--- src/rtl/branch_resolution_queue.sv ---
// In-flight conditional branch queue: trains the predictor on resolve and redirects/flushes on mispredict.
// Latency 1 cycle resolve->feedback; push_ready drops when full or flushing. Optional stats: BRANCH_RESOLUTION_STATS_EN.
`ifndef ADDR_WIDTH
`define ADDR_WIDTH 32
`endif

package mips_core_pkg;
    typedef enum logic {NOT_TAKEN = 1'b0, TAKEN = 1'b1} BranchOutcome;
endpackage

module branch_resolution_queue
    import mips_core_pkg::*;
#(
    parameter int DEPTH        = 4,
    parameter int FLUSH_CYCLES = 2
) (
    input  logic                   clk,
    input  logic                   rst_n,
    input  logic                   i_push_valid,
    input  logic [`ADDR_WIDTH-1:0] i_push_pc,
    input  BranchOutcome           i_push_prediction,
    input  logic [`ADDR_WIDTH-1:0] i_push_alt_target,
    output logic                   o_push_ready,
    input  logic                   i_resolve_valid,
    input  BranchOutcome           i_resolve_outcome,
    output logic                   o_fb_valid,
    output logic [`ADDR_WIDTH-1:0] o_fb_pc,
    output BranchOutcome           o_fb_prediction,
    output BranchOutcome           o_fb_outcome,
    output logic                   o_redirect_valid,
    output logic [`ADDR_WIDTH-1:0] o_redirect_pc,
    output logic                   o_flush,
    output logic [$clog2(DEPTH):0] o_occupancy,
    output logic                   o_error
`ifdef BRANCH_RESOLUTION_STATS_EN
    ,
    output logic [31:0]            o_stat_branches,
    output logic [31:0]            o_stat_mispredicts
`endif
);
    localparam int PW = $clog2(DEPTH);
    localparam int OW = PW + 1;
    localparam int CW = (FLUSH_CYCLES > 1) ? $clog2(FLUSH_CYCLES) : 1;

    typedef enum logic {RUN, FLUSH} state_t;

    state_t                   state_q, state_d;
    logic [CW-1:0]            cnt_q, cnt_d;
    logic [PW-1:0]            head, tail;
    logic [OW-1:0]            occ;
    logic [`ADDR_WIDTH-1:0]   pc_mem  [DEPTH];
    logic [`ADDR_WIDTH-1:0]   alt_mem [DEPTH];
    BranchOutcome             pred_mem[DEPTH];

    logic running, push_ready, push_acc, pop, mispredict, proto_err;

    assign running    = (state_q == RUN);
    assign push_ready = running && (occ < OW'(DEPTH));
    assign push_acc   = i_push_valid && push_ready;
    // The pop decision uses pre-push occupancy, so a push into an empty queue is never resolved the same cycle.
    assign pop        = i_resolve_valid && running && (occ != '0);
    assign mispredict = pop && (i_resolve_outcome != pred_mem[head]);
    assign proto_err  = running && ((i_push_valid && !push_ready) ||
                                    (i_resolve_valid && (occ == '0)));

    assign o_push_ready = push_ready;
    assign o_flush      = (state_q == FLUSH);
    assign o_occupancy  = occ;

    always_comb begin
        state_d = state_q;
        cnt_d   = cnt_q;
        case (state_q)
            RUN: begin
                if (mispredict) begin
                    state_d = FLUSH;
                    cnt_d   = CW'(FLUSH_CYCLES - 1);
                end
            end
            FLUSH: begin
                if (cnt_q == '0) state_d = RUN;
                else             cnt_d   = cnt_q - CW'(1);
            end
            default: state_d = RUN;
        endcase
    end

    always_ff @(posedge clk) begin
        if (rst_n && push_acc) begin
            pc_mem[tail]   <= i_push_pc;
            pred_mem[tail] <= i_push_prediction;
            alt_mem[tail]  <= i_push_alt_target;
        end
    end

    always_ff @(posedge clk) begin
        if (!rst_n) begin
            state_q          <= RUN;
            cnt_q            <= '0;
            head             <= '0;
            tail             <= '0;
            occ              <= '0;
            o_fb_valid       <= 1'b0;
            o_fb_pc          <= '0;
            o_fb_prediction  <= NOT_TAKEN;
            o_fb_outcome     <= NOT_TAKEN;
            o_redirect_valid <= 1'b0;
            o_redirect_pc    <= '0;
            o_error          <= 1'b0;
        end else begin
            state_q          <= state_d;
            cnt_q            <= cnt_d;
            o_fb_valid       <= pop;
            o_redirect_valid <= mispredict;
            if (pop) begin
                o_fb_pc         <= pc_mem[head];
                o_fb_prediction <= pred_mem[head];
                o_fb_outcome    <= i_resolve_outcome;
            end
            if (mispredict) o_redirect_pc <= alt_mem[head];
            if (proto_err)  o_error       <= 1'b1;
            // A mispredict squashes every younger entry, including a push landing this cycle.
            if (mispredict) begin
                head <= '0;
                tail <= '0;
                occ  <= '0;
            end else begin
                if (pop)      head <= head + PW'(1);
                if (push_acc) tail <= tail + PW'(1);
                case ({push_acc, pop})
                    2'b10:   occ <= occ + OW'(1);
                    2'b01:   occ <= occ - OW'(1);
                    default: occ <= occ;
                endcase
            end
        end
    end

`ifdef BRANCH_RESOLUTION_STATS_EN
    logic [31:0] stat_br, stat_mis;

    always_ff @(posedge clk) begin
        if (!rst_n) begin
            stat_br  <= '0;
            stat_mis <= '0;
        end else begin
            if (pop)        stat_br  <= stat_br + 32'd1;
            if (mispredict) stat_mis <= stat_mis + 32'd1;
        end
    end

    assign o_stat_branches    = stat_br;
    assign o_stat_mispredicts = stat_mis;
`endif

endmodule

--- config.mk ---
export PLATFORM = sky130hd
export DESIGN_NAME = branch_resolution_queue
export DESIGN_NICKNAME = d
export VERILOG_FILES = /design/src/rtl/branch_resolution_queue.sv
export SDC_FILE = /design/constraint.sdc
export NUM_CORES = 1
export LEC_CHECK = 0
export CAP_MARGIN = 10
export CORE_MARGIN = 5
export CORE_UTILIZATION = 60
export DETAILED_ROUTE_END_ITERATION = 10
export GPL_TIMING_DRIVEN = 0
export PLACE_DENSITY_LB_ADDON = 0.15
export SLEW_MARGIN = 20
export SYNTH_ARGS = -nofsm -noshare
export SYNTH_HDL_FRONTEND = slang
export SYNTH_SLANG_ARGS = --single-unit
--- constraint.sdc ---
create_clock -name clk -period 5.2 [get_ports clk]
set_input_delay 0.78 -clock clk [delete_from_list [all_inputs] [get_ports clk]]
set_output_delay 0.78 -clock clk [all_outputs]
set_load 0.02 [all_outputs]
==> flow_metrics.env <==
export IMPL_regArea_sq_um=9409
export IMPL_clockBufferDepth=3
export IMPL_fp_coreArea_sq_um=20360
export IMPL_cts_sinks=340
export IMPL_cp_end_kind="flop"
export IMPL_ios=144
export IMPL_required_ns=5.59
export IMPL_cts_resized=0
export IMPL_avgSynthCellArea_sq_um=17.71
export IMPL_clock_skew_ns=0.01303
export IMPL_final_common_cell="edfxtp_1"
export IMPL_synth_seq_cells=340
export IMPL_vias_per_cell=5.855
export IMPL_drtPass1Iterations=4
export IMPL_syn_num_nets=780
export IMPL_ys_seq_area_share_pct=75.46
export IMPL_wl_per_cell_microns=22.08
export IMPL_rsz0062_at_grt="false"
export IMPL_cts_tree="done"
export IMPL_r2r_cells=11
export IMPL_grt_pass1_vias=7470
export IMPL_cpLargestDelayFamily="buffers and inverters"
export IMPL_fp_row_count=52
export IMPL_r2r_slack_ns=2.38
export IMPL_cts_made_buffers=35
export IMPL_maxSlewHeadroom_pct=50.27
export IMPL_final_cell_mix="edfxtp_1 (260), clkdlybuf4s50_1 (142), nand2_1 (105)"
export IMPL_die_area_sq_um=23770
export IMPL_p_leak_nw=4.947
export IMPL_whs_endpoint="o_redirect_pc[22]"
export IMPL_antenna_found_initial=2
export IMPL_finalHoldViolations=0
export IMPL_syn_to_final_growth_pct=24.08
export IMPL_drv_slew=0
export IMPL_vias=6932
export IMPL_ctsHoldBuffers=0
export IMPL_placed_cells=1120
export IMPL_io_buffers=142
export IMPL_arrival_ns=3.46
export IMPL_fillers=1171
export IMPL_crit_path_frequent_cell="nor2_1"
export IMPL_crit_chain="clkdlybuf4s50_1, o311ai_4, inv_2, buf_1, ha_1, inv_1, fa_1, xor2_1, nor2_1, xnor2_1, nor2_1"
export IMPL_peakVddDrop_uv=274.1
export IMPL_cts_htree_levels=2
export IMPL_worstMarginPinSlew_ns=0.7459
export IMPL_place_area_sq_um=14360
export IMPL_fin_util_pct=75.98
export IMPL_netlist_instances=704
export IMPL_hpwl_mm=16.21
export IMPL_clkTransAtPathRegs_ns=0.06
export IMPL_max_freq_mhz=325.1
export IMPL_drt_initial_drc_count=520
export IMPL_die_h_microns=154.2
export IMPL_grt_start_max_net_pins=40
export IMPL_num_nets_final=963
export IMPL_rr_startpoint="o_occupancy[2]"
export IMPL_drc_errors=0
export IMPL_powerDensity_nw_per_um2=464.5
export IMPL_cpPeakStageDelay_ns=0.53
export IMPL_min_delay_start="o_redirect_pc[22]"
export IMPL_layout_drive_gt1_share_pct=15.55
export IMPL_cts_setup_buffers=0
export IMPL_fin_cells=1184
export IMPL_post_route_period_util_pct=59.16
export IMPL_holdPathStages=2
export IMPL_drtAntennaViolNets=0
export IMPL_synth_cell_types=34
export IMPL_insertion_delay_ns=0.50
export IMPL_initial_core_util_pct=61.23
export IMPL_grt_ovfl_total=0
export IMPL_cp_start_kind="input port"
export IMPL_ctsRootBufferMaster="clkbuf_16"
export IMPL_place_gp_congestion=0.7741
export IMPL_grt_pass1_wl_mm=41.22
export IMPL_cap_violations=0
export IMPL_yosysWarnings=0
export IMPL_setup_viol=0
export IMPL_status="finished, final reports clean"
export IMPL_cp_slowest_cell="clkdlybuf4s50_1"
export IMPL_die_w_microns=154.2
export IMPL_multi_input_area_sq_um=2856
export IMPL_critPathBufInv=4
export IMPL_routed_wl_mm=26.14
export IMPL_grtUsageTotal_pct=22.38
export IMPL_regToRegEndpoint="o_occupancy[2]"
export IMPL_post_route_min_period_ns=3.076
export IMPL_path_class="input port to flop"
export IMPL_hp_class="flop to flop"
export IMPL_final_cell_area_sq_um=15470
export IMPL_path_max_fanout=10
export IMPL_syn_cell_area_sq_um=12470
[kinds of logic (layout without fill, tap and decap cells)]
kind of cell,after synthesis,after routing,synth area share (%)
AO/OA/AOI/OAI,76,76,4.044
XOR/XNOR,5,5,0.4115
adder cells (fa/ha/maj),6,6,0.6623
buffers and inverters,52,261,1.836
flip-flops,340,340,75.46
multiplexers,66,66,11.82
other,0,1,0
AND/OR/NAND/NOR,159,159,5.770
[worst max-delay path by stage]
stage                          from              to  cells after the start
finish              i_resolve_valid  o_occupancy[2]                     11
global route        i_resolve_valid  o_occupancy[2]                     11
CTS                 i_resolve_valid  o_occupancy[2]                     11
detailed placement  i_resolve_valid  o_occupancy[2]                     11
global placement       i_push_valid   alt_mem[0][2]                      3
floorplan              i_push_valid   alt_mem[1][0]                      2
[where the power goes]
group,internal [mW],switching [mW]
combinational,0.625,0.822
clock,1.42,0.972
sequential,3.23,0.120
total,5.27,1.91
[tightest hold or removal path: stages, from the launching register on]
cell and delay, ns:
dfxtp_1 0.31, nand2_1 0.05, o21ai_1 0.05
[flip-flops by register name, indices dropped and copies added, names as in the netlist, named ones only]
register,flops
o_fb_pc,32
o_redirect_valid,1
o_flush,1
pc_mem,128
o_fb_prediction,1
o_occupancy,3
o_fb_outcome,1
o_fb_valid,1
o_error,1
head,2
cnt_q,1
alt_mem,128
tail,2
pred_mem,4
o_redirect_pc,32
[synthesized netlist by cell type]
master,n,area [sq um]
xnor2_1,2,17.52
edfxtp_1,260,7807
nor4b_2,1,15.01
o21ai_0,2,10.01
xor2_2,1,16.27
mux4_2,65,1464
and2_1,1,6.260
a21oi_1,3,15.01
and3_1,5,31.28
fa_1,1,20.02
o21a_1,1,7.510
a21boi_0,36,270.3
dfxtp_1,80,1602
a21bo_2,1,10.01
ha_1,5,62.56
or3_1,1,6.260
inv_2,1,3.750
a21boi_1,2,15.01
buf_2,9,45.04
nor3b_1,1,7.510
and2_4,1,8.760
nand2_1,105,394.1
nand4_1,32,200.2
clkbuf_1,26,97.59
buf_6,1,11.26
o21ai_1,30,150.1
xor2_1,2,17.52
nor2_1,11,41.29
buf_1,4,15.01
buf_4,4,30.03
inv_1,7,26.28
mux2i_1,1,10.01
o311ai_4,1,26.28
nor4b_1,1,8.760
[through the flow]
step | setup TNS (ns) | hold WS, ns | power, mW | setup WS [ns]
final | 0 | 0.4467 | 7.187 | 2.124
after floorplan | 0 | 0.4437 | 4.243 | 1.802
after global routing | 0 | 0.4624 | 7.486 | 2.065
after CTS | 0 | 0.4519 | 7.241 | 2.157
after detailed placement | 0 | 0.4393 | 4.857 | 1.634
after global placement | -23.96 | 0.4359 | 4.787 | -0.1079
[layer usage]
layer | GRT usage [%] | vias to the layer above | wire length (microns)
li1 | - | 3089 | -
met1 | 29.84 | 3515 | 10130
met2 | 37.98 | 280 | 13520
met3 | 4.328 | 46 | 1906
met4 | 6.686 | 2 | 570
met5 | 0 | - | 13
[final cells by class]
class | count | area share, %
Multi-Input combinational cell | 312 | 18.46
Sequential cell | 340 | 60.81
Clock buffer | 55 | 6.680
Inverter | 8 | 0.1941
Timing Repair Buffer | 146 | 9.898
Antenna cell | 1 | 0.01617
Buffer | 44 | 1.286
Clock inverter | 8 | 0.4690
Tap cell | 270 | 2.183
Power figures use the tool's default switching activity.
